## src/rtl/bpu_pkg.sv

```systemverilog
// Shared types, counter encodings and the saturating-counter step for the branch predictor.
package bpu_pkg;

    localparam int NUM_ENTRIES = 16;
    localparam int IDX_W       = 4;
    localparam int CNT_W       = 2;

    localparam logic [CNT_W-1:0] CNT_SNT = 2'b00;
    localparam logic [CNT_W-1:0] CNT_WNT = 2'b01;
    localparam logic [CNT_W-1:0] CNT_WT  = 2'b10;
    localparam logic [CNT_W-1:0] CNT_ST  = 2'b11;

    typedef enum logic [1:0] {
        IDLE,
        RD,
        WR
    } upd_state_t;

    typedef struct packed {
        logic [IDX_W-1:0] idx;
        logic             taken;
    } res_t;

    function automatic logic [CNT_W-1:0] sat_next(input logic [CNT_W-1:0] cnt, input logic taken);
        if (taken) begin
            return (cnt == CNT_ST) ? CNT_ST : cnt + 1'b1;
        end else begin
            return (cnt == CNT_SNT) ? CNT_SNT : cnt - 1'b1;
        end
    endfunction

endpackage

```

## src/rtl/bpu_res_fifo.sv

```systemverilog
// Synchronous FIFO holding queued branch resolutions; DEPTH must be a power of two.
module bpu_res_fifo #(
    parameter int DEPTH = 4,
    parameter int W     = 5
) (
    input  logic         clk,
    input  logic         reset,
    input  logic         push,
    input  logic         pop,
    input  logic [W-1:0] wdata,
    output logic [W-1:0] rdata,
    output logic         full,
    output logic         empty
);
    localparam int PTR_W = $clog2(DEPTH);
    localparam logic [PTR_W:0] FULL_CNT = DEPTH[PTR_W:0];

    logic [W-1:0]     mem [DEPTH];
    logic [PTR_W-1:0] wr_ptr;
    logic [PTR_W-1:0] rd_ptr;
    logic [PTR_W:0]   count;
    logic             do_push;
    logic             do_pop;

    // Requests that cannot be honoured are ignored, so callers may hold push while full.
    assign do_push = push && !full;
    assign do_pop  = pop && !empty;
    assign full    = (count == FULL_CNT);
    assign empty   = (count == '0);
    assign rdata   = mem[rd_ptr];

    always_ff @(posedge clk or negedge reset) begin
        if (!reset) begin
            wr_ptr <= '0;
            rd_ptr <= '0;
            count  <= '0;
        end else begin
            if (do_push) wr_ptr <= wr_ptr + 1'b1;
            if (do_pop)  rd_ptr <= rd_ptr + 1'b1;
            if (do_push && !do_pop)      count <= count + 1'b1;
            else if (do_pop && !do_push) count <= count - 1'b1;
        end
    end

    always_ff @(posedge clk) begin
        if (do_push) mem[wr_ptr] <= wdata;
    end

endmodule

```

## src/rtl/bht_update_ctrl.sv

```systemverilog
// Read/update controller for the 16-entry 2-bit BHT: registered lookups plus a queued
// read-modify-write per branch resolution. Optional counters under BPU_STATS_EN.
module bht_update_ctrl
    import bpu_pkg::*;
#(
    parameter int FIFO_DEPTH = 4
) (
    input  logic        clk,
    input  logic        reset,
    input  logic        pred_req,
    input  logic [3:0]  pred_idx,
    output logic        pred_valid,
    output logic        pred_taken,
    input  logic        res_valid,
    output logic        res_ready,
    input  logic [3:0]  res_idx,
    input  logic        res_taken,
    input  logic [31:0] cnt_in,
    output logic [1:0]  reg_inp,
    output logic [15:0] en,
    output logic        mispredict,
    output logic [15:0] stat_updates,
    output logic [15:0] stat_mispred
);
    upd_state_t       state;
    upd_state_t       state_nxt;
    res_t             head;
    res_t             cur;
    logic             full;
    logic             empty;
    logic             pop;
    logic [CNT_W-1:0] cur_cnt;
    logic [CNT_W-1:0] nxt_q;
    logic             mis_q;

    // Resolution handshake: a transfer happens on a rising edge where res_valid && res_ready;
    // res_ready depends only on queue occupancy, never on res_valid.
    assign res_ready = !full;

    bpu_res_fifo #(
        .DEPTH (FIFO_DEPTH),
        .W     ($bits(res_t))
    ) u_res_fifo (
        .clk   (clk),
        .reset (reset),
        .push  (res_valid),
        .pop   (pop),
        .wdata ({res_idx, res_taken}),
        .rdata (head),
        .full  (full),
        .empty (empty)
    );

    assign cur_cnt = cnt_in[{cur.idx, 1'b0} +: CNT_W];

    always_comb begin
        state_nxt  = state;
        pop        = 1'b0;
        en         = '0;
        reg_inp    = CNT_SNT;
        mispredict = 1'b0;
        case (state)
            IDLE: begin
                if (!empty) begin
                    pop       = 1'b1;
                    state_nxt = RD;
                end
            end
            RD: state_nxt = WR;
            WR: begin
                en[cur.idx] = 1'b1;
                reg_inp     = nxt_q;
                mispredict  = mis_q;
                state_nxt   = IDLE;
            end
            default: state_nxt = IDLE;
        endcase
    end

    always_ff @(posedge clk or negedge reset) begin
        if (!reset) begin
            state <= IDLE;
            cur   <= '0;
            nxt_q <= CNT_SNT;
            mis_q <= 1'b0;
        end else begin
            state <= state_nxt;
            if (pop) cur <= head;
            if (state == RD) begin
                nxt_q <= sat_next(cur_cnt, cur.taken);
                mis_q <= (cur_cnt[1] != cur.taken);
            end
        end
    end

    // A write landing this cycle is not yet visible on cnt_in, so forward its MSB.
    always_ff @(posedge clk or negedge reset) begin
        if (!reset) begin
            pred_valid <= 1'b0;
            pred_taken <= 1'b0;
        end else begin
            pred_valid <= pred_req;
            pred_taken <= en[pred_idx] ? reg_inp[1] : cnt_in[{pred_idx, 1'b1}];
        end
    end

`ifdef BPU_STATS_EN
    logic [15:0] upd_cnt_q;
    logic [15:0] mis_cnt_q;

    always_ff @(posedge clk or negedge reset) begin
        if (!reset) begin
            upd_cnt_q <= '0;
            mis_cnt_q <= '0;
        end else begin
            if (state == WR && upd_cnt_q != 16'hFFFF) upd_cnt_q <= upd_cnt_q + 1'b1;
            if (mispredict && mis_cnt_q != 16'hFFFF)  mis_cnt_q <= mis_cnt_q + 1'b1;
        end
    end

    assign stat_updates = upd_cnt_q;
    assign stat_mispred = mis_cnt_q;
`else
    assign stat_updates = '0;
    assign stat_mispred = '0;
`endif

endmodule
```

## config.mk

```make
export PLATFORM = sky130hd
export DESIGN_NAME = bht_update_ctrl
export DESIGN_NICKNAME = d
export VERILOG_FILES = /design/src/rtl/bpu_pkg.sv /design/src/rtl/bpu_res_fifo.sv /design/src/rtl/bht_update_ctrl.sv
export SDC_FILE = /design/constraint.sdc
export NUM_CORES = 1
export LEC_CHECK = 0
export ABC_AREA = 1
export CAP_MARGIN = 0
export CORE_ASPECT_RATIO = 0.8
export CORE_MARGIN = 2
export CORE_UTILIZATION = 41
export DETAILED_ROUTE_END_ITERATION = 8
export PLACE_DENSITY_LB_ADDON = 0.2
export SLEW_MARGIN = 20
export SYNTH_ARGS = -nofsm -noshare
export SYNTH_HDL_FRONTEND = slang
export SYNTH_HIERARCHICAL = 1
export SYNTH_SLANG_ARGS = --single-unit
```

## constraint.sdc

```tcl
create_clock -name clk -period 5.9 [get_ports clk]
set_clock_uncertainty 0.2 [all_clocks]
set_input_delay 1.475 -clock clk [delete_from_list [all_inputs] [get_ports clk]]
set_output_delay 1.475 -clock clk [all_outputs]
set_load 0.02 [all_outputs]
```

==> results.md, run 1 <==
* CORE AREA at 0.006824 sq mm
* Seq/Total Area, Yosys at 37.64%
* CP Max Fanout at 16
* Worst Max-Slew Pin Slew at 0.8262 ns
* Routed Antenna Nets at 0
* Clk slew on worst S/H paths at 0.08 ns
* Drt wl/cell at 11.81 microns
* Run status: finished clean
* Root Buffer: clkbuf_8
* Layout cells sized above 1 at 7.190%
* Syn_area_per_cell at 7.220 sq um
* Core Util, Final at 51.69%
* IO Pins at 99
* Grt total ovfl at 0
* Longest Clk Path Bufs at 2
* Total CTS buffers at 5
* Top-area cell type share of the netlist area at 21.01%
* CP startpoint kind: flip-flop
* Die height at 78.69 microns
* Synth Cell Area at 0.002859 sq mm
* Routability cong. at 0.9279
* Placement-stage cell area at 0.003420 sq mm
* Dpl hpwl at 4989 microns
* H-tree Lvls at 2
* Post-synth ARST share at 48.72%
* Gate count after technology mapping at 396
* Die area at 0.007661 sq mm
* # DRC at 0
* Vias per cell at 4.714
* DRT iter0 DRCs at 167
* Critical Path RT at 4.22 ns
* Dpl ws at 2.373 ns
* Leakage at 1.782 nW
* Row count at 27
* Vias at 2574
* Design Area, Final at 0.003527 sq mm
* Initial core utilization at 41.90%
* Final WS setup at 2.031 ns
* Highest clock rate at 0.2585 GHz
* CTS Sinks at 39
* Synth warnings at 6
* CP peak stage delay at 0.69 ns
* Setup Fix Bufs, Post-CTS at 0
* Critical path, cell by cell: inv_2 > nor2_2 > nand3_1 > inv_1 > clkdlybuf4s50_1
* Synth cell types at 27
* Worst Path Arrival at 2.19 ns
* Part of the cycle the worst path needs at 65.58%
* Hold Crit Class: reg -> reg
* Max Cap Viol at 0
* Synth top area cells: edfxtp_1 21%, nand2_1 17%, dfrtp_1 17%
* Cell taking the most area after synthesis: edfxtp_1
* Power density cells at 396.8 mW/mm^2
* CTS tree: yes
* Synth Flop Type: edfxtp_1
* Cell Count, Final, Fillers Out at 546
* Setup CP Type: reg -> out
* Critical Path Sink Type: output port
* Slew headroom at 44.75%
* RSZ-0062 raised after global routing: false
* IO buf count at 66
* Commonest cells in the netlist: 128 x nand2_1, 54 x inv_1, 35 x nand3_1
* Final WL at 6447 microns
* Worst-skew pair later-pin latency at 0.29 ns
* Most numerous cell in the Yosys netlist: nand2_1
* WHS at 0.2959 ns
* Placed Cells at 538
* Antenna fix cells at 0
* Endpoints failing hold at 0
* Initial antenna violation count at 0
* Synthesis-to-layout area growth at 23.37%
* First-pass GRT wire length at 10770 microns
* CTS Hold Bufs at 0
* Slowest cell on crit path: dfrtp_1
* Largest net degree at the start of global routing at 23
* Horiz. Die Dim at 97.36 microns
* Number of synthesized register bits at 39
* Post-synth EDFFs at 20
* Post-CTS sizing at 0
* Period minus WS final at 3.869 ns
* 1st-pass router iterations at 5
* Vias in the first global route at 2356
* Fin. max-slew vios at 0
* Maximum vdd drop at 255.8 uV
* Tot Pwr at 1.399 mW
* Setup total negative slack at 0 ns
* # setup viols final at 0
* Nets at 509
* Aggregate global-route resource usage at 17.27%
-- metal layers --
metal,routed length [microns],track usage [%],vias up
li1,-,-,1300
met1,3168,25.56,1146
met2,2598,25.31,122
met3,612,4.225,6
met4,67,4.444,0
met5,0,0,-
-- layout by cell type, fill, tap and decap left out --
cell type	Yosys	layout
clkinv_1	0	1
nor2_1	21	21
nand2_2	3	3
nand2_1	128	128
inv_2	11	11
conb_1	1	32
clkbuf_8	1	5
dfrtp_1	19	19
nor3_1	2	2
o21ai_0	14	14
o211ai_1	12	12
nand3_1	35	35
o211ai_2	1	1
nor2_2	4	4
xnor2_1	1	1
fa_1	1	1
o22ai_1	1	1
nor2_4	6	6
ha_1	5	5
bufinv_16	0	1
edfxtp_1	20	20
o21ai_1	5	5
clkinv_2	0	1
clkdlybuf4s50_1	0	66
buf_4	34	1
a21oi_1	4	4
inv_1	54	54
nand4_1	5	5
-- layout make-up --
class	instances	area [sq um]
Tap cell	87	108.9
Clock inverter	3	38.79
Clock buffer	5	68.82
Multi-Input combinational cell	280	1323
Fill cell	679	3297
Sequential cell	39	1076
Timing Repair Buffer	67	668.1
Inverter	65	244.0
-- kinds of logic after synthesis --
kind of cell    Yosys count  synth area share, %
fa+ha+maj                 6                2.888
flops                    39                37.64
xor+xnor                  1               0.3064
compound gates           37                7.834
other cells               1               0.1312
simple gates            204                31.03
buf+inv                 108                20.17
-- registers in the layout, summed over array words and instances, names as in the netlist --
register,cells
pred_taken,1
u_res_fifo/count,3
nxt_q,2
u_res_fifo/rd_ptr,2
cur,5
pred_valid,1
mis_q,1
state,2
u_res_fifo/wr_ptr,2
u_res_fifo/mem,20
-- path summary, 6_finish.rpt --
check	from	end	slack, ns	cells past startpoint
worst max-delay path	cur[1]	en[1]	2.03	5
worst min-delay path	nxt_q[1]	nxt_q[1]	0.30	2
min in group asynchronous	reset	nxt_q[0]	1.46	1
worst max register to register	u_res_fifo/count[0]	u_res_fifo/count[1]	3.53	11
worst min register to register	nxt_q[1]	nxt_q[1]	0.30	2
max in group asynchronous	reset	cur[3]	3.53	1
-- report_power, final --
part | switching [mW] | internal (mW)
logic | 0.460 | 0.261
clock network | 0.0907 | 0.124
registers | 0.0854 | 0.378
-- critical path: cells and delay by family (launching register included) --
family | cells | cell delay (ns)
DFF | 1 | 0.69
buffers and inverters | 3 | 0.84
and+or+nand+nor | 2 | 0.37
No activity file was read; power rests on OpenSTA's default activity.
==> inputs of run 2 (changes only) <==
==> constraint.sdc (replaced) <==
create_clock -name clk -period 3.95 [get_ports clk]
set_clock_uncertainty 0.2 [all_clocks]
set_input_delay 0.9875 -clock clk [delete_from_list [all_inputs] [get_ports clk]]
set_output_delay 0.9875 -clock clk [all_outputs]
set_load 0.02 [all_outputs]
==> run 2 against run 1 <==
Compared with the run above:
- first-iteration DRC count fell by 27%
- flip-flop and latch count did not move
- clock-buffer cell count did not move
- via count fell by 0.74%
- clock power rose by 83%
- highest routed layer unchanged
==> results.md, run 2 (same netlist as run 1, synthesis figures left out) <==
* Longest Clk Path Bufs at 2 (unchanged)
* Core Util, Final at 52.11% (+0.42 points)
* Die area at 0.007661 sq mm (unchanged)
* Routed Antenna Nets at 0 (unchanged)
* Initial core utilization at 41.90% (unchanged)
* FF-to-FF path depth at 11 (unchanged)
* Setup Fix Bufs, Post-CTS at 0 (unchanged)
* Aggregate global-route resource usage at 17.25% (-0.022 points)
* Placed Cells at 538 (unchanged)
* # setup viols final at 0 (unchanged)
* Vias at 2555 (-0.74%)
* R2R setup slack at 1.57 ns (-1.96 ns)
* IO Pins at 99 (unchanged)
* CP Capture Point: en[1]
* Drt wl/cell at 11.69 microns (-0.96%)
* Cell Count, Final, Fillers Out at 546 (unchanged)
* FF-to-FF End: u_res_fifo/count[1]
* Largest regs: u_res_fifo/mem x20, cur x5, u_res_fifo/count x3
* Leakage at 1.791 nW (+0.49%)
* Slew headroom at 44.38% (-0.37 points)
* Fin. max-slew vios at 0 (unchanged)
* Worst Path Arrival at 2.19 ns (about the same)
* Final WS setup at 0.5732 ns (-1.458 ns)
* Highest clock rate at 0.2961 GHz
* Routability cong. at 0.9432 (+1.6%)
* DRT iter0 DRCs at 122 (-27%)
* Tot Pwr at 2.160 mW (+54%)
* Critical Path Sink Type: output port
* Dpl ws at 0.8982 ns (-1.475 ns)
* Design Area, Final at 0.003556 sq mm (+0.82%)
* IO buf count at 66 (unchanged)
* # DRC at 0 (unchanged)
* Part of the cycle the worst path needs at 85.49%
* Vias per cell at 4.679 (-0.74%)
* Max Cap Viol at 0 (unchanged)
* Reg2Reg Launch Point: u_res_fifo/count[0]
* FF/Latch Area at 0.001076 sq mm (unchanged)
* Root Buffer: clkbuf_8
* Row count at 27 (unchanged)
* Power density cells at 607.5 mW/mm^2 (+53%)
* Largest net degree at the start of global routing at 23 (unchanged)
* Vias in the first global route at 2402 (+2.0%)
* CP startpoint kind: flip-flop
* CORE AREA at 0.006824 sq mm (unchanged)
* CP Max Fanout at 16 (unchanged)
* Setup CP Type: reg -> out
* Most frequent cells in the layout: 128 x nand2_1, 66 x clkdlybuf4s50_1, 54 x inv_1, 35 x nand3_1, 32 x conb_1
* Die height at 78.69 microns (unchanged)
* Dpl hpwl at 5005 microns (+0.33%)
* CTS Sinks at 39 (unchanged)
* Setup total negative slack at 0 ns (unchanged)
* Area of the multi-input gates at 0.001323 sq mm (unchanged)
* Initial antenna violation count at 0 (unchanged)
* Total CTS buffers at 5 (unchanged)
* 1st-pass router iterations at 4 (-1)
* Post-CTS sizing at 0 (unchanged)
* Layout cells sized above 1 at 7.407% (+0.22 points)
* Worst setup path startpoint: cur[1]
* Commonest non-fill, non-tap cell in the layout: nand2_1
* Period minus WS final at 3.377 ns
* CTS Hold Bufs at 0 (unchanged)
* Top reg by flops: u_res_fifo/mem
* RSZ-0062 raised after global routing: false
* Horiz. Die Dim at 97.36 microns (unchanged)
* H-tree Lvls at 2 (unchanged)
* WHS at 0.2954 ns (-0.0004590 ns)
* Maximum vdd drop at 449.3 uV (+76%)
* Nets at 509 (unchanged)
* Worst-skew pair later-pin latency at 0.29 ns (about the same)
* Run status: finished clean
* FILL cells at 662 (-2.5%)
* Antenna fix cells at 0 (unchanged)
* Clk slew on worst S/H paths at 0.08 ns (about the same)
* CTS tree: yes
* Grt total ovfl at 0 (unchanged)
* Synthesis-to-layout area growth at 24.38%
* Final WL at 6385 microns (-0.96%)
* Max reg flops at 20 (unchanged)
* Endpoints failing hold at 0 (unchanged)
* Critical Path RT at 2.76 ns (-1.46 ns)
* Placement-stage cell area at 0.003420 sq mm (unchanged)
* Worst Max-Slew Pin Slew at 0.8318 ns (+0.005522 ns)
* Hold Crit Class: reg -> reg
* First-pass GRT wire length at 11030 microns (+2.4%)
[run 2: cell type report]
cell class	instances	area share (%)
multi-input cells	280	37.19
flip-flops and latches	39	30.26
repair buffers	67	18.79
inverters	65	6.861
well taps	87	3.061
clock buffers	5	1.935
clock inverters	3	1.900
[run 2: per-layer routing]
| metal | GRT usage, % | part of all wire, % | routed length, microns |
|---|---|---|---|
| met4 | 3.472 | 0.25 | 16 |
| met3 | 2.993 | 6.9 | 439 |
| met5 | 0 | 0 | 0 |
| met2 | 26.48 | 42 | 2678 |
| met1 | 25.71 | 51 | 3251 |
[run 2: how the worst min path moves through the flow]
stage	from	endpoint	slack (ns)	cells after the start
after global placement	nxt_q[1]	nxt_q[1]	0.27	2
after detailed placement	nxt_q[1]	nxt_q[1]	0.27	2
after CTS	nxt_q[1]	nxt_q[1]	0.29	2
after floorplan	nxt_q[1]	nxt_q[1]	0.25	2
final	nxt_q[1]	nxt_q[1]	0.30	2
after global routing	nxt_q[1]	nxt_q[1]	0.33	2
[run 2: power by group]
part           switching (mW)  internal (mW)  leakage, nW
logic                   0.683          0.388         1.31
clock network           0.141          0.252       0.0644
registers               0.131          0.565        0.415
total                   0.955           1.20         1.79
[run 2: critical path, stage by stage, from the launching register on]
cell and delay [ns]:
dfrtp_1 0.70, inv_2 0.16, nor2_2 0.21, nand3_1 0.14, inv_1 0.08, clkdlybuf4s50_1 0.60
==> inputs of run 3 (changes only) <==
--- a/config.mk
+++ b/config.mk
@@ -8,9 +8,10 @@
 export ABC_AREA = 1
 export CAP_MARGIN = 0
 export CORE_ASPECT_RATIO = 0.8
-export CORE_MARGIN = 2
+export CORE_MARGIN = 5
 export CORE_UTILIZATION = 41
 export DETAILED_ROUTE_END_ITERATION = 8
+export GPL_ROUTABILITY_DRIVEN = 0
 export PLACE_DENSITY_LB_ADDON = 0.2
 export SLEW_MARGIN = 20
 export SYNTH_ARGS = -nofsm -noshare
==> run 3 against run 2 <==
Compared with the run above:
- sequential power is essentially flat
- clock-buffer cell count stayed put
- utilization fell by 0.18 points
- final area fell by 0.35%
- global-route usage down 2.0 points
==> results.md, run 3 (same netlist as run 1, synthesis figures left out) <==
* Vias at 2547 (-0.31%)
* Die area at 0.008754 sq mm (+14%)
* Hold Crit Class: reg -> reg
* Critical Path RT at 2.76 ns (about the same)
* Worst Path Arrival at 2.21 ns (+0.02 ns)
* Drt wl/cell at 12.25 microns (+4.8%)
* Critical path, cell by cell: inv_2 > nor2_2 > nand3_1 > inv_1 > clkdlybuf4s50_1
* Met2 usage in global routing at 22.86% (-3.6 points)
* Final WL at 6701 microns (+4.9%)
* # DRC at 0 (unchanged)
* CP startpoint kind: flip-flop
* IO Pins at 99 (unchanged)
* Met3 usage at 3.654% (+0.66 points)
* Worst-skew pair later-pin latency at 0.30 ns (about the same)
* Grt total ovfl at 0 (unchanged)
* Highest clock rate at 0.2947 GHz (-0.49%)
* Vias in the first global route at 2327 (-3.1%)
* CP peak stage delay at 0.70 ns (about the same)
* Switching share of total power at 45.89% (+1.7 points)
* Run status: finished clean
* Aggregate global-route resource usage at 15.25% (-2.0 points)
* Max Cap Viol at 0 (unchanged)
* Commonest non-fill, non-tap cell in the layout: nand2_1
* Period minus WS final at 3.394 ns (+0.01678 ns)
* Initial core utilization at 41.90% (unchanged)
* CTS Sinks at 39 (unchanged)
* Critical Path Sink Type: output port
* IO buf count at 66 (unchanged)
* H-tree Lvls at 2 (unchanged)
* Longest Clk Path Bufs at 2 (unchanged)
* Max reg flops at 20 (unchanged)
* Setup CP Type: reg -> out
* Core Util, Final at 51.93% (-0.18 points)
* Part of the power in registers at 32.8% (+0.6 points)
* Largest regs: u_res_fifo/mem x20, cur x5, u_res_fifo/count x3
* CORE AREA at 0.006824 sq mm (unchanged)
* CTS Hold Bufs at 0 (unchanged)
* Initial antenna violation count at 0 (unchanged)
* 1st-pass router iterations at 4 (unchanged)
* Maximum vdd drop at 416.7 uV (-7.3%)
* Routed Antenna Nets at 0 (unchanged)
* Setup total negative slack at 0 ns (unchanged)
* DRT iter0 DRCs at 152 (+25%)
* Internal power at 1.147 mW (-4.8%)
* Worst Max-Slew Pin Slew at 0.8277 ns (-0.004066 ns)
* Leakage at 1.790 nW (about the same)
* Row count at 27 (unchanged)
* Clock power frac at 16.2% (-2.0 points)
* Dpl hpwl at 5330 microns (+6.5%)
* Synthesis-to-layout area growth at 23.94%
* Min-delay src: nxt_q[1]
* M1 GR Usage at 22.51% (-3.2 points)
* Endpoints failing hold at 0 (unchanged)
* Layout cells sized above 1 at 7.609% (+0.20 points)
* CP Capture Point: en[1]
* Nets at 510 (+0.20%)
* Fin. max-slew vios at 0 (unchanged)
* Sw Pwr at 0.9725 mW (+1.8%)
* FF-to-FF End: u_res_fifo/count[2]
* Most frequent cells in the layout: 128 x nand2_1, 66 x clkdlybuf4s50_1, 54 x inv_1, 35 x nand3_1, 32 x conb_1
* Part of the cycle the worst path needs at 85.91% (+0.42 points)
* FF-to-FF path depth at 13 (+2)
* CTS tree: yes
* Gate power share at 51.0% (+1.4 points)
* Reg2Reg Launch Point: u_res_fifo/count[0]
* Post-CTS sizing at 0 (unchanged)
* Total CTS buffers at 5 (unchanged)
* Antenna fix cells at 0 (unchanged)
* Vias per cell at 4.656 (-0.50%)
* # setup viols final at 0 (unchanged)
* RSZ-0062 raised after global routing: false
* R2R setup slack at 1.59 ns (+0.02 ns)
* Clk slew on worst S/H paths at 0.08 ns (about the same)
* Worst setup path startpoint: cur[1]
* Slew headroom at 44.65% (+0.27 points)
* Power density cells at 598.1 mW/mm^2 (-1.5%)
* Setup Fix Bufs, Post-CTS at 0 (unchanged)
* Root Buffer: clkbuf_8
* First-pass GRT wire length at 10860 microns (-1.6%)
* Largest net degree at the start of global routing at 23 (unchanged)
* Slowest cell on crit path: dfrtp_1
* Die height at 84.69 microns (+7.6%)
* Horiz. Die Dim at 103.4 microns (+6.2%)
* CP Max Fanout at 16 (unchanged)
* Gr busiest metal: met2
* Top reg by flops: u_res_fifo/mem
==> run 3: cell count changes in the layout (fill, tap and decap cells not counted) <==
cell and change:
clkinv_4 +1, bufinv_16 -1, clkinvlp_4 -1, inv_6 +1, buf_4 +1
==> run 3: area by class of cell <==
type,instances,area (sq um)
clock buffer,5,68.82
fill,660,3281
multi-input combinational,280,1323
timing repair buffer,68,675.6
tap,87,108.9
inverter,65,244.0
sequential,39,1076
clock inverter,3,47.55
==> run 3: power groups by stage <==
stage	combinational [mW]	sequential, mW	clock [mW]
after detailed placement	1.08	0.705	0
after CTS	1.09	0.696	0.351
final	1.08	0.696	0.343
after floorplan	0.920	0.645	0
after global routing	1.24	0.716	0.367
after global placement	1.06	0.698	0
==> run 3: critical path: cells and delay by family (launching register included) <==
family	cells	cell delay, ns
buffers and inverters	3	0.84
and+or+nand+nor	2	0.36
DFF	1	0.70
==> run 3: layer usage <==
metal / part of all wire [%] / vias up
met3: 10 / 10
met4: 0.90 / 0
li1: - / 1301
met2: 42 / 107
met5: 0 / -
met1: 46 / 1129
==> run 3: worst min path at each step <==
| stage | endpoint | slack, ns | cells after the start |
|---|---|---|---|
| 3_5_place_dp | nxt_q[1] | 0.28 | 2 |
| 3_3_place_gp | nxt_q[1] | 0.27 | 2 |
| 5_1_grt | nxt_q[1] | 0.32 | 2 |
| 4_1_cts | nxt_q[1] | 0.29 | 2 |
| 6_report | nxt_q[1] | 0.29 | 2 |
| 2_1_floorplan | nxt_q[1] | 0.25 | 2 |
==> run 3: stage by stage <==
step	std cells	cell area, sq um	worst slack (ns)	hold WS, ns	power, mW
final	547	3543	0.5564	0.2925	2.119
after global routing	547	3543	0.3922	0.3187	2.327
after global placement	539	3427	0.9482	0.2723	1.759
after floorplan	427	2975	1.606	0.2488	1.565
after detailed placement	539	3427	0.8900	0.2752	1.785
after CTS	547	3543	0.5568	0.2947	2.136
